**src/rtl/div_radix2.sv**
```systemverilog
// Radix-2 restoring divider for the EX stage.
// Signed/unsigned 32/32 divide, 32 BUSY cycles per divide.
// Result is {remainder, quotient}. Divide by zero finishes in one cycle.
module div_radix2 (
  input  logic        clk,
  input  logic        rst,
  input  logic        start,
  input  logic        signed_div,
  input  logic        annul,
  input  logic        hold,
  input  logic [31:0] opdata1,
  input  logic [31:0] opdata2,
  output logic [63:0] result,
  output logic        ready
);

  typedef enum logic [1:0] {StIdle, StBusy, StDone} state_e;

  state_e      state_q, state_d;
  logic [4:0]  cnt_q, cnt_d;
  // {partial remainder[64:32], dividend/quotient[31:0]}
  logic [64:0] work_q, work_d;
  logic [31:0] divisor_q, divisor_d;
  logic        qsign_q, qsign_d;
  logic        rsign_q, rsign_d;
  logic [63:0] result_q, result_d;
  logic        ready_q, ready_d;

  logic        sign1, sign2;
  logic [31:0] abs1, abs2;
  logic [64:0] shifted;
  logic [33:0] diff;
  logic [64:0] step_work;
  logic [31:0] quot_fix, rem_fix;

  // Operand magnitudes and one restoring shift-subtract step.
  always_comb begin
    sign1     = signed_div & opdata1[31];
    sign2     = signed_div & opdata2[31];
    abs1      = sign1 ? (32'd0 - opdata1) : opdata1;
    abs2      = sign2 ? (32'd0 - opdata2) : opdata2;
    shifted   = {work_q[63:0], 1'b0};
    // Extra top bit keeps the borrow visible regardless of remainder width.
    diff      = {1'b0, shifted[64:32]} - {2'b00, divisor_q};
    step_work = diff[33] ? shifted : {diff[32:0], shifted[31:1], 1'b1};
    quot_fix  = qsign_q ? (32'd0 - step_work[31:0]) : step_work[31:0];
    rem_fix   = rsign_q ? (32'd0 - step_work[63:32]) : step_work[63:32];
  end

  // Next-state logic; annul wins over start and hold in every state.
  always_comb begin
    state_d   = state_q;
    cnt_d     = cnt_q;
    work_d    = work_q;
    divisor_d = divisor_q;
    qsign_d   = qsign_q;
    rsign_d   = rsign_q;
    result_d  = result_q;
    unique case (state_q)
      StIdle: begin
        if (start && !annul) begin
          if (opdata2 == 32'd0) begin
            result_d = {opdata1, 32'hFFFF_FFFF};
            state_d  = StDone;
          end else begin
            work_d    = {33'd0, abs1};
            divisor_d = abs2;
            qsign_d   = sign1 ^ sign2;
            rsign_d   = sign1;
            cnt_d     = 5'd0;
            state_d   = StBusy;
          end
        end
      end
      StBusy: begin
        if (annul) begin
          state_d = StIdle;
        end else begin
          work_d = step_work;
          cnt_d  = cnt_q + 5'd1;
          if (cnt_q == 5'd31) begin
            result_d = {rem_fix, quot_fix};
            state_d  = StDone;
          end
        end
      end
      StDone: begin
        // start is ignored here so a stalled divide never restarts.
        if (annul || !hold) begin
          state_d = StIdle;
        end
      end
      default: state_d = StIdle;
    endcase
    ready_d = (state_d == StDone);
  end

  // State registers with synchronous reset taking priority over everything.
  always_ff @(posedge clk) begin
    if (rst) begin
      state_q   <= StIdle;
      cnt_q     <= 5'd0;
      work_q    <= 65'd0;
      divisor_q <= 32'd0;
      qsign_q   <= 1'b0;
      rsign_q   <= 1'b0;
      result_q  <= 64'd0;
      ready_q   <= 1'b0;
    end else begin
      state_q   <= state_d;
      cnt_q     <= cnt_d;
      work_q    <= work_d;
      divisor_q <= divisor_d;
      qsign_q   <= qsign_d;
      rsign_q   <= rsign_d;
      result_q  <= result_d;
      ready_q   <= ready_d;
    end
  end

  assign result = result_q;
  assign ready  = ready_q;

endmodule
```
**config.mk**
```make
export PLATFORM = sky130hd
export DESIGN_NAME = div_radix2
export DESIGN_NICKNAME = d
export VERILOG_FILES = /design/src/rtl/div_radix2.sv
export SDC_FILE = /design/constraint.sdc
export NUM_CORES = 1
export LEC_CHECK = 0
export ABC_AREA = 1
export CAP_MARGIN = 20
export CORE_ASPECT_RATIO = 0.75
export CORE_MARGIN = 3
export CORE_UTILIZATION = 55
export CTS_BUF_LIST = sky130_fd_sc_hd__clkbuf_16
export DETAILED_ROUTE_END_ITERATION = 12
export DONT_BUFFER_PORTS = 1
export GPL_TIMING_DRIVEN = 0
export PLACE_DENSITY_LB_ADDON = 0.15
export SETUP_SLACK_MARGIN = 0.15
export SYNTH_ARGS = -nofsm -noshare
export SYNTH_HDL_FRONTEND = slang
export SYNTH_SLANG_ARGS = --single-unit
```
**constraint.sdc**
```tcl
create_clock -name clk -period 3.9 [get_ports clk]
set_input_delay 0.585 -clock clk [delete_from_list [all_inputs] [get_ports clk]]
set_output_delay 0.585 -clock clk [all_outputs]
set_load 0.005 [all_outputs]
```
==> impl_results.md <==
* DIE AREA at 25520 um2
* First-pass GRT wire length at 75620 um
* Largest family of logic cells by synthesized area: simple AND/OR/NAND/NOR gates
* Final hold vios at 0
* Mux contribution to synthesized area at 0%
* CP Data Arrival Time at 4.10 ns
* RR Endpoint: result[28]
* H-tree levels at 4
* Tmin final at 3.751 ns
* Worst-margin pin slew at 1.048 ns
* Clock skew at 0.01704 ns
* Hold Path Class: in -> reg
* Fin. max-slew vios at 0
* Area growth, synth to finish at 12.60%
* Fraction of synthesized cell area in xor and xnor cells at 4.315%
* Initial antenna violation count at 0
* Cell count after synthesis at 2158
* Syn Std Cell Area at 12990 um2
* Cell chosen for the clock root: clkbuf_16
* Critical Path Source: work_q[41]
* Cts hold-fix bufs at 0
* Drt pass-1 iters at 7
* Routed via count at 15260
* Clk buf depth at 2
* FFs w/ async S/R, synth at 0%
* Worst vdd ir at 0.0003355 V
* Final nets at 2306
* Final period util at 96.18%
* CP required at 4.25 ns
* Seq/Total Area, Yosys at 26.20%
* # diodes at 0
* Pin count of the biggest net entering global routing at 19
* Layout cells sized above 1 at 10.59%
* Flop-to-flop setup slack at 0.15 ns
* Worst R2R Start: work_q[41]
* Post-synthesis compound-gate area fraction at 17.88%
* Status: completed
* Routed Antenna Nets at 0
* Wire per inst at 20.12 um
* Placeable Area at 23120 um2
* DRC viols at 0
* Synth Area in Simple Gates at 35.88%
* Post-synth top area cell: dfxtp_1
* Post-Synth Adder-Cell Area at 3.814%
* Yosys top cell area share at 26.20%
* Vias in the first global route at 13590
* Achievable Freq at 266.6 MHz
* Post-synth EDFFs at 0
* Die Wd at 183.5 um
* Synth area leaders: dfxtp_1 26%, nand2_1 17%, inv_1 8.4%, a21oi_1 6.6%, nand3_1 5.8%
* Syn avg cell area at 6.019 um2
* Worst setup endpoint: result[28]
* Die height at 139.1 um
* Cell Rows at 48
* Total grt overflow at 0
* Max-slew headroom at 30.17%
* Crit start category: flop
* Setup crit end kind: flop
* Max-cap violations at 0
* Post-route total power at 4.853 mW
* GP Congestion at 1.051
* Vias per inst at 6.079
* Most frequent cells in the layout: 563 x nand2_1, 268 x inv_1, 201 x nor2_1, 168 x a21oi_1, 149 x nand3_1
* Synth Flop Type: dfxtp_1
* I/O Pins at 135
* Initial Util at 56.18%
* #FFs+latches synth at 170
* TritonCTS Sinks at 170
* IO buf count at 0
* CTS tree: built
* Final Util at 63.26%
* CTS clk-pin slew, worst paths at 0.07 ns
* Worst Path Class, Setup: reg -> reg
* CP Max Fanout at 8
* Reg2Reg Depth at 26
* Static leakage at 6.761 nW
* Synth warn at 0
* DRT iter0 DRCs at 2289
* Detailed placer's ending HPWL at 39090 um
* Finish-stage setup viols at 0
* RSZ-0062 raised after global routing: yes
* Cells on Worst Hold Path at 2
* CTS buffer count at 17
* Syn Nets at 2267
* Power per cell area at 331.8 nW/um2
* Commonest non-fill, non-tap cell in the layout: nand2_1
* Worst skew pair latency at 0.47 ns
* GRT Resource Usage Total at 38.26%
* Distinct cells, synth at 60
* Post-Route WL at 50490 um
[flip-flops by register name, summed over array words and instances (netlist names)]
signal     flops
rsign_q        1
cnt_q          5
ready          1
divisor_q     32
state_q        2
qsign_q        1
result        64
work_q        64
[worst min-delay path by stage]
stage	end	startpoint	slack, ns
6_report	divisor_q[1]	opdata2[1]	0.27
5_1_grt	divisor_q[1]	opdata2[1]	0.29
4_1_cts	divisor_q[31]	opdata2[31]	0.28
3_5_place_dp	cnt_q[2]	cnt_q[2]	0.44
3_3_place_gp	cnt_q[2]	cnt_q[2]	0.43
2_1_floorplan	cnt_q[2]	cnt_q[2]	0.41
[metal layers]
metal | track usage (%) | share of wire [%] | vias up
met5 | 0 | 0 | -
met4 | 10.82 | 3.1 | 0
met3 | 16.33 | 17 | 124
met2 | 50.14 | 38 | 1095
met1 | 56.37 | 42 | 6961
li1 | - | - | 7078
[repair_timing]
action,in CTS,in global routing
resized for setup,65,58
pin swaps,8,18
setup buffers,8,12
setup endpoints to repair,6,8
[logic make-up (layout without fill, tap and decap cells)]
family / count (synthesis) / in the layout
DFF: 170 / 170
AOI/OAI and AO/OA: 416 / 416
xor gates and xnor gates: 64 / 64
and+or+nand+nor: 1073 / 1073
buffers and inverters: 396 / 448
adders and majority gates: 39 / 39
[metrics by stage]
stage	area [um2]	hold slack (ns)	setup slack [ns]	std cells	TNS [ns]
floorplan	12990	0.4124	0.5057	2158	0
global route	14630	0.2894	-0.01572	2510	-0.01572
CTS	14390	0.2769	0.1512	2498	0
global placement	13370	0.4261	-0.4325	2458	-1.615
finish	14630	0.2719	0.1491	2510	0
detailed placement	13370	0.4360	-0.4578	2458	-1.698
[critical path: stages (launching register included)]
cell and delay, ns:
dfxtp_2 0.41, ha_4 0.24, nand2_1 0.07, nand2_1 0.06, nand2_1 0.07, nand2_1 0.10, nand2_1 0.09, nand2_2 0.08
inv_2 0.08, nand2_4 0.07, nand2_8 0.10, nand2_8 0.06, buf_12 0.15, clkinv_8 0.04, buf_12 0.10, ha_4 0.14
nand3_4 0.08, nor3_4 0.17, nand3_2 0.12, inv_2 0.08, nand4_1 0.18, buf_4 0.22, nor4_4 0.37, a21oi_2 0.13
xor2_1 0.19, o221ai_1 0.16, inv_1 0.06
[final cells by class]
cell class                      count  area [um2]
Inverter                          307        1167
Fill cell                        2189        8496
Multi-Input combinational cell   1592        8481
Clock buffer                       17       425.4
Timing Repair Buffer               20       150.1
Sequential cell                   170        3442
Clock inverter                     15       176.4
Buffer                             89       409.1
Tap cell                          300       375.4
[report_power, final]
part | internal, mW | switching, mW
combinational | 0.375 | 0.836
sequential | 1.81 | 0.0675
clock | 0.917 | 0.850
total | 3.10 | 1.75
[synth_stat cells, types with 4 or more instances]
| library cell | instances |
|---|---|
| nand3b_1 | 11 |
| o21ai_0 | 145 |
| nand2_1 | 579 |
| o31ai_1 | 4 |
| xor2_1 | 52 |
| o221ai_1 | 12 |
| inv_1 | 292 |
| and2_1 | 5 |
| or2_2 | 5 |
| inv_2 | 11 |
| a31oi_1 | 29 |
| ha_1 | 38 |
| clkinv_1 | 4 |
| nor2_1 | 201 |
| buf_6 | 5 |
| nand3_1 | 151 |
| o21bai_1 | 5 |
| nand2_2 | 25 |
| o21ai_1 | 6 |
| o211ai_1 | 11 |
| nor3_1 | 30 |
| xnor2_1 | 12 |
| buf_1 | 11 |
| buf_2 | 4 |
| nor2_2 | 8 |
| clkbuf_1 | 66 |
| a211oi_1 | 7 |
| a41oi_1 | 5 |
| nand3_2 | 5 |
| o22ai_1 | 5 |
| nor2_4 | 5 |
| dfxtp_1 | 170 |
| nand4_1 | 28 |
| a21oi_1 | 172 |
| nor4_1 | 7 |
No activity file was read; power rests on OpenSTA's default activity.
